$ cat src/rtl/regmap_pkg.sv
// Shared types and constants for the register-map front-end controller.
// Latency: n/a (types, constants and a combinational helper only).
// Backpressure: n/a.
package regmap_pkg;

    // Default geometry of the register map this controller fronts
    localparam int DEF_NUM_REGS = 48;
    localparam int DEF_ADDR_W   = 6;
    localparam int DEF_DATA_W   = 32;

    // Shadowed host-visible addresses (never stored in the map)
    localparam int ADDR_CTRL   = 0;
    localparam int ADDR_STATUS = 1;
    localparam int ADDR_PERF   = 2;

    // CTRL register bit positions
    localparam int CTRL_START = 0;
    localparam int CTRL_CLEAR = 1;
    localparam int CTRL_ABORT = 2;

    // STATUS register bit positions
    localparam int STAT_RUN  = 0;
    localparam int STAT_DONE = 1;

    // Engine run-control state
    typedef enum logic [1:0] {
        IDLE = 2'd0,
        RUN  = 2'd1,
        DONE = 2'd2
    } state_t;

    // Write-port requesters; the value doubles as the grant bit index
    typedef enum logic {
        HOST   = 1'b0,
        ENGINE = 1'b1
    } requester_t;

    // STATUS word as seen by the host: {.., DONE, RUN}
    function automatic logic [DEF_DATA_W-1:0] status_word(input state_t s);
        logic [DEF_DATA_W-1:0] w;
        w            = '0;
        w[STAT_RUN]  = (s == RUN);
        w[STAT_DONE] = (s == DONE);
        return w;
    endfunction

endpackage

$ cat src/rtl/regmap_ctrl_rr_arb2.sv
// Two-way round-robin arbiter for the single register-map write port.
// Latency: grant is combinational from req; rr_last updates at the grant edge.
// Backpressure: a loser simply sees no grant and must hold its request.
module rr_arb2
    import regmap_pkg::*;
(
    input  logic       clk,
    input  logic       rst_n,
    input  logic [1:0] req,
    output logic [1:0] grant
);

    requester_t rr_last_q;

    // Single requester wins outright; on contention the side that did not win last time goes
    always_comb begin
        grant = req;
        if (&req) begin
            grant = (rr_last_q == HOST) ? 2'b10 : 2'b01;
        end
    end

    // Remember the most recent winner; reset leaves ENGINE so the host wins the first contention
    always_ff @(posedge clk or negedge rst_n) begin
        if (!rst_n) begin
            rr_last_q <= ENGINE;
        end else if (|grant) begin
            rr_last_q <= grant[ENGINE] ? ENGINE : HOST;
        end
    end

endmodule

$ cat src/rtl/regmap_ctrl.sv
// Register-map front end: shares the map write port between host and engine, owns the run-control FSM.
// Latency: host response 1 cycle after accept; engine reads combinational; map writes land at the grant edge.
// Backpressure: host stalls only when its map write loses to the engine; engine writes stall outside RUN or on loss.
// Optional build macro REGMAP_CTRL_PERF_EN: read-only run-cycle counter shadowed at address 2.
module regmap_ctrl
    import regmap_pkg::*;
#(
    parameter int NUM_REGS    = DEF_NUM_REGS,
    parameter int ADDR_W      = DEF_ADDR_W,
    parameter int DATA_W      = DEF_DATA_W,
    parameter int CTRL_ADDR   = ADDR_CTRL,
    parameter int STATUS_ADDR = ADDR_STATUS
) (
    input  logic              clk,
    input  logic              rst_n,
    // host bus
    input  logic              host_req_valid,
    output logic              host_req_ready,
    input  logic              host_req_we,
    input  logic [ADDR_W-1:0] host_req_addr,
    input  logic [DATA_W-1:0] host_req_wdata,
    output logic              host_rsp_valid,
    output logic [DATA_W-1:0] host_rsp_rdata,
    output logic              host_rsp_err,
    // engine control
    output logic              eng_start,
    output logic              eng_abort,
    input  logic              eng_done,
    // engine writeback
    input  logic              eng_wr_valid,
    output logic              eng_wr_ready,
    input  logic [ADDR_W-1:0] eng_wr_addr,
    input  logic [DATA_W-1:0] eng_wr_data,
    // engine read
    input  logic [ADDR_W-1:0] eng_rd_addr,
    output logic [DATA_W-1:0] eng_rd_data,
    // register map
    output logic              rm_reg_write,
    output logic [ADDR_W-1:0] rm_write_reg,
    output logic [DATA_W-1:0] rm_write_data,
    output logic [ADDR_W-1:0] rm_read_reg1,
    input  logic [DATA_W-1:0] rm_read_data1,
    output logic [ADDR_W-1:0] rm_read_reg2,
    input  logic [DATA_W-1:0] rm_read_data2
);

    // One registered host response beat
    typedef struct packed {
        logic              vld;
        logic              err;
        logic [DATA_W-1:0] rdata;
    } rsp_t;

    // Extra bit so a map size equal to 2**ADDR_W still compares correctly
    localparam logic [ADDR_W:0] NREGS_EXT = (ADDR_W + 1)'(NUM_REGS);

    state_t            state_q;
    state_t            state_d;
    logic              start_d;
    logic              abort_d;
    logic              start_q;
    logic              abort_q;

    logic              addr_ok;
    logic              is_ctrl;
    logic              is_status;
    logic              is_perf;
    logic              host_wreq;
    logic              eng_wreq;
    logic [1:0]        wr_req;
    logic [1:0]        wr_grant;
    logic              host_accept;
    logic              ctrl_wr;
    logic [DATA_W-1:0] stat_word;
    logic [DATA_W-1:0] rdata_d;
    rsp_t              rsp_q;

    // ---------------------------------------------------------------
    // Host address decode
    // ---------------------------------------------------------------
    assign addr_ok   = ({1'b0, host_req_addr} < NREGS_EXT);
    assign is_ctrl   = (host_req_addr == ADDR_W'(CTRL_ADDR));
    assign is_status = (host_req_addr == ADDR_W'(STATUS_ADDR));
`ifdef REGMAP_CTRL_PERF_EN
    assign is_perf   = (host_req_addr == ADDR_W'(ADDR_PERF));
`else
    assign is_perf   = 1'b0;
`endif

    // Only genuine map writes compete for the write port; shadowed and errored accesses never stall
    assign host_wreq = host_req_valid & host_req_we & addr_ok & ~is_ctrl & ~is_status & ~is_perf;
    assign eng_wreq  = eng_wr_valid & (state_q == RUN);
    assign wr_req    = {eng_wreq, host_wreq};

    rr_arb2 u_arb (
        .clk   (clk),
        .rst_n (rst_n),
        .req   (wr_req),
        .grant (wr_grant)
    );

    // ---------------------------------------------------------------
    // Register-map write port and pass-through read ports
    // ---------------------------------------------------------------
    // Gated by rst_n so nothing can reach the map while the controller is held in reset
    assign rm_reg_write  = rst_n & (|wr_grant);
    assign rm_write_reg  = wr_grant[ENGINE] ? eng_wr_addr : host_req_addr;
    assign rm_write_data = wr_grant[ENGINE] ? eng_wr_data : host_req_wdata;

    assign rm_read_reg1  = host_req_addr;
    assign rm_read_reg2  = eng_rd_addr;
    assign eng_rd_data   = rm_read_data2;

    // ---------------------------------------------------------------
    // Handshakes
    // ---------------------------------------------------------------
    assign host_req_ready = ~(host_wreq & wr_grant[ENGINE]);
    assign eng_wr_ready   = wr_grant[ENGINE];
    assign host_accept    = host_req_valid & host_req_ready;
    assign ctrl_wr        = host_accept & host_req_we & addr_ok & is_ctrl;

    assign stat_word = DATA_W'(status_word(state_q));

`ifdef REGMAP_CTRL_PERF_EN
    logic [DATA_W-1:0] perf_cnt_q;

    // Run-cycle counter: restarts on START, counts RUN cycles, sticks at all-ones
    always_ff @(posedge clk or negedge rst_n) begin
        if (!rst_n) begin
            perf_cnt_q <= '0;
        end else if (start_d) begin
            perf_cnt_q <= '0;
        end else if ((state_q == RUN) && (perf_cnt_q != '1)) begin
            perf_cnt_q <= perf_cnt_q + 1'b1;
        end
    end
`endif

    // Read data for the response; writes, errors and CTRL reads answer zero
    always_comb begin
        rdata_d = '0;
        if (host_req_valid && !host_req_we && addr_ok) begin
            if (is_status) begin
                rdata_d = stat_word;
            end else if (is_ctrl) begin
                rdata_d = '0;
`ifdef REGMAP_CTRL_PERF_EN
            end else if (is_perf) begin
                rdata_d = perf_cnt_q;
`endif
            end else begin
                rdata_d = rm_read_data1;
            end
        end
    end

    // Response register: one beat per accepted host request, data sampled in the accept cycle
    always_ff @(posedge clk or negedge rst_n) begin
        if (!rst_n) begin
            rsp_q <= '0;
        end else begin
            rsp_q.vld   <= host_accept;
            rsp_q.err   <= host_accept & ~addr_ok;
            rsp_q.rdata <= host_accept ? rdata_d : '0;
        end
    end

    assign host_rsp_valid = rsp_q.vld;
    assign host_rsp_err   = rsp_q.err;
    assign host_rsp_rdata = rsp_q.rdata;

    // ---------------------------------------------------------------
    // Run-control FSM
    // ---------------------------------------------------------------
    // Next state from CTRL writes and engine completion; bits not meaningful in a state are dropped
    always_comb begin
        state_d = state_q;
        start_d = 1'b0;
        abort_d = 1'b0;
        unique case (state_q)
            IDLE: begin
                if (ctrl_wr && host_req_wdata[CTRL_START]) begin
                    state_d = RUN;
                    start_d = 1'b1;
                end
            end
            RUN: begin
                // Abort beats a completion arriving in the same cycle
                if (ctrl_wr && host_req_wdata[CTRL_ABORT]) begin
                    state_d = IDLE;
                    abort_d = 1'b1;
                end else if (eng_done) begin
                    state_d = DONE;
                end
            end
            DONE: begin
                // A restart takes priority over a clear written alongside it
                if (ctrl_wr && host_req_wdata[CTRL_START]) begin
                    state_d = RUN;
                    start_d = 1'b1;
                end else if (ctrl_wr && host_req_wdata[CTRL_CLEAR]) begin
                    state_d = IDLE;
                end
            end
            default: begin
                state_d = IDLE;
            end
        endcase
    end

    // State register plus registered single-cycle start/abort pulses
    always_ff @(posedge clk or negedge rst_n) begin
        if (!rst_n) begin
            state_q <= IDLE;
            start_q <= 1'b0;
            abort_q <= 1'b0;
        end else begin
            state_q <= state_d;
            start_q <= start_d;
            abort_q <= abort_d;
        end
    end

    assign eng_start = start_q;
    assign eng_abort = abort_q;

endmodule

$ cat config.mk
export PLATFORM = sky130hd
export DESIGN_NAME = regmap_ctrl
export DESIGN_NICKNAME = d
export VERILOG_FILES = /design/src/rtl/regmap_pkg.sv /design/src/rtl/regmap_ctrl_rr_arb2.sv /design/src/rtl/regmap_ctrl.sv
export SDC_FILE = /design/constraint.sdc
export NUM_CORES = 1
export LEC_CHECK = 0
export ABC_AREA = 1
export BUFFER_PORTS_ARGS = -buffer_cell sky130_fd_sc_hd__buf_2
export CORE_AREA = 3 3 106 108
export CTS_BUF_LIST = sky130_fd_sc_hd__clkbuf_8
export DETAILED_ROUTE_END_ITERATION = 8
export DIE_AREA = 0 0 109 111
export GPL_TIMING_DRIVEN = 0
export SLEW_MARGIN = 30
export SYNTH_ARGS = -nofsm -noshare
export SYNTH_HDL_FRONTEND = slang
export SYNTH_HIERARCHICAL = 1
export SYNTH_SLANG_ARGS = --single-unit
export TNS_END_PERCENT = 50
$ cat constraint.sdc
create_clock -name clk -period 1.75 [get_ports clk]
set_input_delay 0.175 -clock clk [delete_from_list [all_inputs] [get_ports clk]]
set_output_delay 0.175 -clock clk [all_outputs]
set_load 0.02 [all_outputs]
# Yosys cells after proc, flatten, opt, wreduce, memory -nomap -nowiden
# Cells that the tools add are included.
dict set report totals {
  n_memories 0
  wordCells 61
  inputBits 152
  ramBits 0
  reg_bits 39
  mem_bits_ro 0
  latch_bits 0
  out_inout_bits 121
}
dict set report classes {
  n_lt_le_gt_ge 1
  n_shift 0
  reduce_logical 12
  n_bitwise 16
  n_mux 19
  add_sub_neg 0
  n_eq_ne 6
  div_mod_pow 0
  multipliers 0
}
# cell count
set ops {}
lappend ops {{two-way mux 32 bit} 5}
lappend ops {{two-way mux 2 bit} 7}
lappend ops {{bitwise AND 1 bit} 12}
lappend ops {{== test 6 x 1 -> 1 bit (second input constant)} 1}
lappend ops {{zero test 6 bit} 1}
lappend ops {{< comparator 6 bit (second input constant)} 1}
lappend ops {{two-way mux 6 bit} 1}
lappend ops {{case mux 2 bit (3 select lines)} 1}
lappend ops {{logical AND 1 bit} 5}
lappend ops {{two-way mux 1 bit} 5}
lappend ops {{inverter 1 bit} 4}
lappend ops {{OR reduction 2 bit} 2}
lappend ops {{inequality test 3 x 1 -> 1 bit (second input constant)} 1}
lappend ops {{inequality test 3 x 2 -> 1 bit (second input constant)} 1}
lappend ops {{AND reduction 3 bit} 1}
lappend ops {{== test 2 x 1 -> 1 bit (second input constant)} 1}
lappend ops {{== test 2 bit (second input constant)} 1}
lappend ops {{zero test 2 bit} 1}
lappend ops {{inequality test 2 bit (second input constant)} 1}
lappend ops {{AND reduction 2 bit} 1}
lappend ops {{zero test 1 bit} 1}

# Longest topological paths before layout
# Gate-level depths: netlist of run 1.
dict set report logic_depth {
  depth_word 16
  ltp_mapped 12
  depth_no_buf 10
}

# Modules after synthesis
# The synthesis of run 1 kept the hierarchy.
# module cells_per_inst n_inst area_per_inst_um2
set by_module_without_submodules {}
lappend by_module_without_submodules {regmap_ctrl 317 1 2297.2}
lappend by_module_without_submodules {rr_arb2 11 1 65.1}

# Worst setup path before layout of run 1
# No wires, ideal clock.
dict set report synth_timing {
  path_type {input to output}
  start {input port host_req_addr[5]}
  end {output port rm_write_data[10]}
  arrival_ps 1860
  slack_ps -285
  path_stages 12
  required_ps 1575
  path_cell_list {nor2_1 nand2_2 inv_2 nand2_1 nand2_1 inv_1 a21oi_1 buf_2 clkinv_1 buf_2 nand2_1 nand2_1}
}
dict set report synth_via {
  elab_chain_len 7
  word_cells_on_any_way 11
}
# item line
set synth_rtl {}
lappend synth_rtl {{from (decl)} regmap_ctrl.sv:20} ;# input logic [ADDR_W-1:0] host_req_addr,
lappend synth_rtl {{< comparator 6 bit / zero test 6 bit (equally long branches)} {regmap_ctrl.sv:81, regmap_ctrl.sv:82}}
lappend synth_rtl {{bitwise AND 1 bit / inverter 1 bit (equally long branches)} regmap_ctrl.sv:91} ;# assign host_wreq = host_req_valid & host_req_we & addr_ok & ~is_ctrl & ~is_status & ~is_perf;
lappend synth_rtl {{bitwise AND 1 bit} regmap_ctrl.sv:91}
lappend synth_rtl {{bitwise AND 1 bit (*)} regmap_ctrl.sv:91}
lappend synth_rtl {{net host_wreq} regmap_ctrl.sv:68} ;# logic host_wreq;
lappend synth_rtl {{AND reduction 2 bit (*)} regmap_ctrl_rr_arb2.sv:18} ;# if (&req) begin
lappend synth_rtl {{two-way mux 2 bit (*)} regmap_ctrl_rr_arb2.sv:18}
lappend synth_rtl {{net eng_wr_ready} regmap_ctrl.sv:31} ;# output logic eng_wr_ready,
lappend synth_rtl {{two-way mux 32 bit (*)} regmap_ctrl.sv:108} ;# assign rm_write_data = wr_grant[ENGINE] ? eng_wr_data : host_req_wdata;
lappend synth_rtl {{to (decl)} regmap_ctrl.sv:40} ;# output logic [DATA_W-1:0] rm_write_data,
# Mark *: on every way through the listed nets, which the timed path passes. The rest lies on a longest branch.

# Worst setup path after layout of run 1
dict set report layout_timing {
  start {register state_q[1]}
  end {output port rm_write_data[3]}
}
dict set report layout_via {
  elab_chain_len 5
}
# item line
set layout_rtl {}
lappend layout_rtl {{from (decl)} regmap_ctrl.sv:57} ;# state_t state_q;
lappend layout_rtl {{from (signal assigned)} regmap_ctrl.sv:218} ;# state_q <= state_d;
lappend layout_rtl {{== test 2 x 1 -> 1 bit (*)} regmap_ctrl.sv:92} ;# assign eng_wreq = eng_wr_valid & (state_q == RUN);
lappend layout_rtl {{bitwise AND 1 bit (*)} regmap_ctrl.sv:92}
lappend layout_rtl {{net eng_wreq} regmap_ctrl.sv:69} ;# logic eng_wreq;
lappend layout_rtl {{AND reduction 2 bit} regmap_ctrl_rr_arb2.sv:18}
lappend layout_rtl {{two-way mux 2 bit (*)} regmap_ctrl_rr_arb2.sv:18}
lappend layout_rtl {{two-way mux 32 bit (*)} regmap_ctrl.sv:108}
# Marks and branches as above.

==> flow_summary.ini, run 1 <==
[run_status]
status = complete, but fails checks
violations = hold timing, setup timing

[power_and_ir_drop]
vdd.ir_drop.worst_mv = 0.361
p_leak_nw = 2.67
p_per_area_nw_per_um2 = 554
total_power_mw = 2.44

[floorplan]
ios = 273
initial_core_util = 0.229
core-area_sq_um = 10300
fp.dieW_um = 109
dieArea_sq_um = 12100
die_y_um = 111
core.rowCount = 37

[final_layout]
multi_input_area_sq_um = 1000
antenna_cells = 0
nets = 738
syn2layout_area_growth_pct = 86.1
drive_above_1_share = 0.630
final_area_sq_um = 4400
seq_area_sq_um = 977
fin_cells = 723
nFillCells = 1049

[detailed_routing]
first_pass_iters = 5
wl_mm = 10.2
dr_wl_met3_mm = 1.16
met1Wirelength_mm = 3.57
ant_nets = 0
viasPerCell = 4.06
drc_errors = 0
vias = 2936
top_layer = met5
drt-wirelength-per-cell_um = 14.0
met2_wirelength_mm = 5.29
drt_iter0_markers = 163

[clock_network]
cts.sinks = 39
clk_path_buf_depth = 2
ctsHoldBuffers = 0
cts_tree = built
cts_buffers = 5
clkTransAtPathRegs_ns = 0.07
h-tree-depth = 2
clk_latency_ns = 0.29
root_buffer = clkbuf_8

[grt]
grt.total_usage = 0.151
antenna_found_initial = 1
overflow = 0
grt_max_degree = 41
grt_pass1_vias = 2805
grt_pass1_wl_mm = 14.4

[timing]
finalCriticalPeriod_ns = 1.94
slew_headroom = 0.668
fin_tns_setup_ns = -6.22
whs_ns = -0.155
timing.final.crit_share = 1.11
drv_slew = 0
finClkSkew_ns = 0.00140
fin_ws_ns = -0.185
hold_viol = 38
setup_viol = 40
worst_slew_pin_slew_ns = 0.498
max_freq_ghz = 0.517
rsz0062_at_grt = true

[setup_path]
critPathArrivalTime_ns = 1.76
crit_chain = inv_2, nand2_4, nor2_4, inv_2, a21oi_4, buf_12, inv_12, clkbuf_16, nand2_1, nand2_1, buf_6
cp_max_fo = 7
start_kind = flip-flop
slowest_delay_ns = 0.38
worst_path_max_delay_cell = dfrtp_1
cp-end-kind = primary output
crit_type = flip-flop to primary output
worstPathRequired_ns = 1.57

[placed_design]
place_congestion = 0.915
place_area_sq_um = 3720
dp.cells = 698
port_buffers = 234
post-dp-hpwl_mm = 8.44

[synthesis]
synth_nets = 480
synth_cells = 328
ys_warn_count = 6
synthTopCellsByArea = dfrtp_1 40%, nand2_1 25%, buf_4 14%
syn_area_sq_um = 2360
ys_ff_latch = 39
yosysTopAreaCell = dfrtp_1
synth_seq_area_share = 0.414
synth_top_area_frac = 0.403
synth_cell_type_count = 22
syn_avg_cell_area_sq_um = 7.20

[min_path]
hold_path_class = primary input to asynchronous set/reset pin

[run]
maxCapViolations = 0
## cells in the mapped netlist
| cell type | n |
|---|---|
| o21a_1 | 1 |
| nand3_1 | 4 |
| dfrtp_1 | 38 |
| buf_4 | 44 |
| clkinv_1 | 2 |
| inv_1 | 12 |
| o21ai_4 | 1 |
| nor2_2 | 12 |
| nand2_2 | 1 |
| o21ai_1 | 1 |
| inv_2 | 1 |
| dfstp_2 | 1 |
| o21ai_0 | 4 |
| clkbuf_1 | 3 |
| nand3_2 | 1 |
| nand4_1 | 1 |
| a21oi_1 | 1 |
| nor2_1 | 31 |
| nand2_1 | 157 |
| buf_2 | 5 |
| nand3_4 | 1 |
| buf_6 | 6 |
## critical path, delay by kind of cell (launching register included)
kind                   cells  cell delay (ns)
AO/OA/AOI/OAI              1             0.15
buffers and inverters      6             0.63
flip-flops                 1             0.38
AND/OR/NAND/NOR            4             0.29
## layout by cell type, fill, tap and decap left out, types with 2 or more instances in the layout
cell type / synthesis / final
o21ai_0: 4 / 2
buf_12: 0 / 2
clkbuf_16: 0 / 3
nand2_4: 0 / 2
clkbuf_8: 0 / 8
nand2_2: 1 / 26
inv_2: 1 / 4
dfrtp_1: 38 / 38
buf_2: 5 / 200
nor2_4: 0 / 2
buf_6: 6 / 34
inv_1: 12 / 9
nor2_2: 12 / 13
nand3_1: 4 / 4
nor2_1: 31 / 28
o21ai_1: 1 / 3
nand2_1: 157 / 130
buf_4: 44 / 63
buf_8: 0 / 3
## worst paths after layout
check	startpoint	endpoint	slack, ns	cells past startpoint
worst max register to register	state_q[1]$_DFFE_PN0P_	host_rsp_err$_DFF_PN0_	0.30	10
worst max-delay path	state_q[1]$_DFFE_PN0P_	rm_write_data[3]	-0.19	11
max in group asynchronous	rst_n	u_arb/rr_last_q$_DFFE_PN1P_	1.55	1
worst min register to register	u_arb/rr_last_q$_DFFE_PN1P_	u_arb/rr_last_q$_DFFE_PN1P_	0.52	2
worst min-delay path	rst_n	host_rsp_rdata[9]$_DFF_PN0_	-0.15	1
min in group clk	rm_read_data1[20]	host_rsp_rdata[20]$_DFF_PN0_	0.09	3
## report_power, final
| group | switching (mW) | leakage (nW) | internal, mW |
|---|---|---|---|
| Clock | 0.317 | 0.0581 | 0.424 |
| Combinational | 0.405 | 2.09 | 0.351 |
| Sequential | 0.00813 | 0.525 | 0.932 |
## kinds of logic (layout without fill, tap and decap cells)
family | Yosys count | after routing | share of synthesized area
AND/OR/NAND/NOR | 208 | 208 | 0.356
buffers and inverters | 73 | 332 | 0.208
flip-flops | 39 | 39 | 0.414
AO/OA/AOI/OAI | 8 | 8 | 0.0228
## area by class of cell
cell class              count  share of cell area
repair buffers            250               0.349
inverters                  15              0.0157
multi-input cells         216               0.228
repair inverters            1             0.00199
clock inverters             3             0.00996
plain buffers              58               0.119
well taps                 136              0.0387
flip-flops and latches     39               0.222
clock buffers               5              0.0157
## per-layer routing
metal / vias to the layer above / GRT usage
met5: - / 0
met4: 2 / 0.0438
met3: 10 / 0.0547
met2: 171 / 0.275
met1: 1306 / 0.161
li1: 1447 / -
## registers in the layout, summed over array words and instances, names as in the netlist
| register | cells |
|---|---|
| eng_start | 1 |
| eng_abort | 1 |
| u_arb/rr_last_q | 1 |
| state_q | 2 |
| host_rsp_rdata | 32 |
| host_rsp_valid | 1 |
| host_rsp_err | 1 |
## stage by stage
stage                util  worst slack, ns
global route        0.426           -0.265
global placement    0.360           -0.529
detailed placement  0.360           -0.570
floorplan               -          -0.0418
finish              0.426           -0.185
CTS                 0.398           -0.207
## repair_timing
item | 4_1_cts | 5_1_grt
endpoints found under the setup margin | 40 | 40
resized for setup | 69 | 60
gates cloned | 0 | 4
hold endpoints to repair | 0 | 38
pin swaps | 1 | 8
buffers inserted | 8 | 5
Power figures use the tool's default switching activity.
==> run 2, diff against run 1 <==
Settings changed: SKIP_CTS_REPAIR_TIMING set to 1.
==> run 2 against run 1 <==
  * The run still ends with hold timing, setup timing left
  * Setup slack improved by 0.0053 ns
  * Wire length is 4.2% lower
  * Global-route usage shrank 0.30 points
  * Count of clock-buffer cells in the layout is the same
  * Maximum frequency up 0.28%
  * First-iteration DRC count shrank 8.0%
  * Sequential share of layout area is 1.2 points higher
  * Design area fell by 5.1%
  * Clock power barely moved
  * Via count decreased by 3.6%
  * Clock skew fell by 0.00067 ns
  * Critical endpoint unchanged
==> flow_summary.ini, run 2 (synthesis results as in run 1) <==
[detailed_routing]
viasPerCell = 3.98
drt-wirelength-per-cell_um = 13.7
ant_nets = 0
drc_errors = 0
first_pass_iters = 4
wl_mm = 9.73
drt_iter0_markers = 150
vias = 2831

[grt]
grt_pass1_wl_mm = 14.1
grt.total_usage = 0.148
antenna_found_initial = 1
grt_max_degree = 41
grt_pass1_vias = 2732
grt_busiest_layer = met2
overflow = 0
grtUsageMet1 = 0.167
grtUsageMet3 = 0.0454
met2_usage = 0.265

[setup_path]
reg2reg_from = state_q[1]$_DFFE_PN0P_
rrSetupSlack_ns = 0.31
cp_max_fo = 10
cp-startpoint = state_q[1]$_DFFE_PN0P_
worstPathRequired_ns = 1.57
critPathCapture = rm_write_data[3]
crit_type = flip-flop to primary output
worst_r2r_endpoint = host_rsp_err$_DFF_PN0_
cp-end-kind = primary output
critPathArrivalTime_ns = 1.75
r2r_cells = 10
start_kind = flip-flop

[floorplan]
initial_core_util = 0.229
core-area_sq_um = 10300
core.rowCount = 37
fp.dieW_um = 109
ios = 273
die_y_um = 111
dieArea_sq_um = 12100

[final_layout]
fin_cells = 711
final_cell_mix = 207 x buf_2, 138 x nand2_1, 52 x buf_4
antenna_cells = 0
final_area_sq_um = 4170
layout_commonest_cell = buf_2
largest_reg_flops = 32
nets = 726
drive_above_1_share = 0.607
syn2layout_area_growth_pct = 76.6

[min_path]
hold_path_class = primary input to asynchronous set/reset pin

[clock_network]
h-tree-depth = 2
clk_latency_ns = 0.29
clkTransAtPathRegs_ns = 0.07
cts_tree = built
clk_path_buf_depth = 2
root_buffer = clkbuf_8
cts.sinks = 39
cts_buffers = 5

[power_and_ir_drop]
p_leak_nw = 2.57
vdd.ir_drop.worst_mv = 0.361
p_per_area_nw_per_um2 = 578

[timing]
timing.final.crit_share = 1.10
whs_ns = -0.155
finalCriticalPeriod_ns = 1.93
hold_viol = 38
max_freq_ghz = 0.518
setup_viol = 39
rsz0062_at_grt = true
finClkSkew_ns = 0.000725
fin_tns_setup_ns = -5.98
slew_headroom = 0.668
drv_slew = 0
worst_slew_pin_slew_ns = 0.498
fin_ws_ns = -0.180

[placed_design]
post-dp-hpwl_mm = 8.44
place_area_sq_um = 3720
place_congestion = 0.915
port_buffers = 234
pre_cts_slack_ns = -0.570
dp.cells = 698

[run_status]
violations = hold timing, setup timing
status = complete, but fails checks

[run]
maxCapViolations = 0
## run 2: cell type report
cell class / count / area (sq um)
multi-input combinational: 216 / 976
tap: 136 / 170
fill: 1073 / 6150
clock inverter: 3 / 43.8
timing repair buffer: 239 / 1370
clock buffer: 5 / 68.8
inverter: 15 / 63.8
buffer: 58 / 507
sequential: 39 / 977
## run 2: report_power, final
| group | switching (mW) | leakage [nW] | internal (mW) | total [mW] |
|---|---|---|---|---|
| Sequential | 0.00813 | 0.525 | 0.932 | 0.940 |
| Clock | 0.316 | 0.0581 | 0.424 | 0.740 |
| Combinational | 0.396 | 1.99 | 0.334 | 0.731 |
## run 2: through the flow
step,total power [mW],util
after floorplan,1.33,-
after global placement,1.63,0.360
after detailed placement,1.64,0.360
after CTS,2.40,0.371
after global routing,2.54,0.404
final,2.41,0.404
## run 2: how the worst min path moves through the flow
| stage | start | end | slack [ns] | depth (start not counted) |
|---|---|---|---|---|
| after floorplan | rst_n | eng_abort$_DFF_PN0_ | -0.12 | 0 |
| after global placement | rst_n | host_rsp_rdata[9]$_DFF_PN0_ | 0.33 | 1 |
| after detailed placement | rst_n | host_rsp_rdata[9]$_DFF_PN0_ | 0.35 | 1 |
| after CTS | rst_n | host_rsp_rdata[9]$_DFF_PN0_ | 0.02 | 1 |
| after global routing | rst_n | host_rsp_rdata[7]$_DFF_PN0_ | -0.11 | 1 |
| final | rst_n | host_rsp_rdata[9]$_DFF_PN0_ | -0.16 | 1 |
## run 2: layer usage
layer,share of wire,wire [um],up-vias
met5,0.0013,13,-
met4,0.018,179,2
met3,0.12,1170,12
met2,0.50,4870,174
met1,0.36,3490,1220
li1,-,-,1423
## run 2: worst max-delay path: stages (launching register included)
cell	delay (ns)
dfrtp_1	0.38
inv_2	0.08
nand2_4	0.07
nor2_4	0.12
inv_2	0.05
a21oi_4	0.13
buf_8	0.17
inv_8	0.06
buf_8	0.13
nand2_1	0.05
nand2_1	0.05
buf_2	0.15
==> run 3, diff against run 2 <==
Settings changed: MAX_ROUTING_LAYER set to met4.
==> run 3 against run 2 <==
  * The run still ends with hold timing, setup timing left
  * Critical path type unchanged
  * Total power about the same
  * Largest cell class unchanged
  * Clock skew is 0.00061 ns higher
  * Maximum frequency rose by 0.53%
==> flow_summary.ini, run 3 (synthesis results as in run 1) <==
[setup_path]
cp_max_fo = 10
worstPathRequired_ns = 1.57
critPathArrivalTime_ns = 1.74
crit_type = flip-flop to primary output
cp-end-kind = primary output
start_kind = flip-flop

[clock_network]
clk_latency_ns = 0.29
clk_path_buf_depth = 2
cts_buffers = 5
root_buffer = clkbuf_8
cts_tree = built
h-tree-depth = 2
clkTransAtPathRegs_ns = 0.07
cts.sinks = 39

[final_layout]
utilization = 0.404
syn2layout_area_growth_pct = 76.7
final_cell_mix = 207 x buf_2, 138 x nand2_1, 52 x buf_4
drive_above_1_share = 0.607
nets = 726
layout_commonest_cell = buf_2
largest_reg_flops = 32
final_area_sq_um = 4180

[run_status]
status = complete, but fails checks
violations = hold timing, setup timing

[detailed_routing]
drt-wirelength-per-cell_um = 13.6
first_pass_iters = 4
ant_nets = 0
drc_errors = 0
drt_iter0_markers = 137
vias = 2818
viasPerCell = 3.96
wl_mm = 9.70

[timing]
setup_viol = 39
fin_ws_ns = -0.170
finClkSkew_ns = 0.00133
fin_tns_setup_ns = -5.82
rsz0062_at_grt = true
max_freq_ghz = 0.521
hold_viol = 38
timing.final.crit_share = 1.10
whs_ns = -0.155
worst_slew_pin_slew_ns = 0.497
drv_slew = 0
slew_headroom = 0.669
finalCriticalPeriod_ns = 1.92

[floorplan]
die_y_um = 111
ios = 273
core.rowCount = 37
initial_core_util = 0.229
core-area_sq_um = 10300
dieArea_sq_um = 12100
fp.dieW_um = 109

[power_and_ir_drop]
vdd.ir_drop.worst_mv = 0.361
p_per_area_nw_per_um2 = 578
p_leak_nw = 2.57
total_power_mw = 2.41

[grt]
overflow = 0
grt_max_degree = 41
grt_pass1_wl_mm = 14.0
antenna_found_initial = 1
grt.total_usage = 0.152
grt_pass1_vias = 2741

[placed_design]
pre_cts_slack_ns = -0.570
post-dp-hpwl_mm = 8.44
port_buffers = 234
place_area_sq_um = 3720
place_congestion = 0.931

[run]
maxCapViolations = 0

[min_path]
hold_path_class = primary input to asynchronous set/reset pin
## run 3: layer usage
| metal | track usage | vias up | wire length [um] |
|---|---|---|---|
| met5 | - | - | 0 |
| met3 | 0.0344 | 10 | 984 |
| li1 | - | 1425 | - |
| met2 | 0.265 | 169 | 4880 |
| met1 | 0.173 | 1214 | 3650 |
| met4 | 0.0446 | 0 | 185 |
## run 3: worst paths after layout
kind                                             start                           end  slack [ns]  depth (start not counted)
max in group asynchronous                        rst_n   u_arb/rr_last_q$_DFFE_PN1P_        1.55                          1
max reg2reg                     state_q[1]$_DFFE_PN0P_        host_rsp_err$_DFF_PN0_        0.31                         10
min                                              rst_n   host_rsp_rdata[9]$_DFF_PN0_       -0.15                          1
max                             state_q[1]$_DFFE_PN0P_             rm_write_data[21]       -0.17                         11
min in group clk                     rm_read_data1[20]  host_rsp_rdata[20]$_DFF_PN0_        0.09                          3
min reg2reg                u_arb/rr_last_q$_DFFE_PN1P_   u_arb/rr_last_q$_DFFE_PN1P_        0.52                          2
## run 3: metrics by stage
step           hold WS, ns  instances
4_1_cts             0.0183        706
6_report            -0.155        712
3_3_place_gp         0.335        698
2_1_floorplan       -0.121        328
3_5_place_dp         0.347        698
5_1_grt             -0.110        712
## run 3: where the power goes
group	leakage [nW]	internal, mW	switching, mW
combinational	1.99	0.334	0.396
clock	0.0581	0.424	0.317
sequential	0.525	0.932	0.00814
## run 3: layout make-up
type | instances | area [sq um]
diodes | 1 | 2.50
plain buffers | 58 | 507
clock buffers | 5 | 68.8
clock inverters | 3 | 43.8
fillers | 1073 | 6150
inverters | 15 | 63.8
multi-input cells | 216 | 976
flip-flops and latches | 39 | 977
well taps | 136 | 170
repair buffers | 239 | 1370
## run 3: critical path, cell delays in order, from the launching register on
cell and delay (ns):
dfrtp_1 0.38, inv_2 0.08, nand2_4 0.07, nor2_4 0.12, inv_2 0.05, a21oi_4 0.13, buf_8 0.17, inv_8 0.06
buf_8 0.14, nand2_1 0.07, nand2_2 0.06, buf_6 0.13
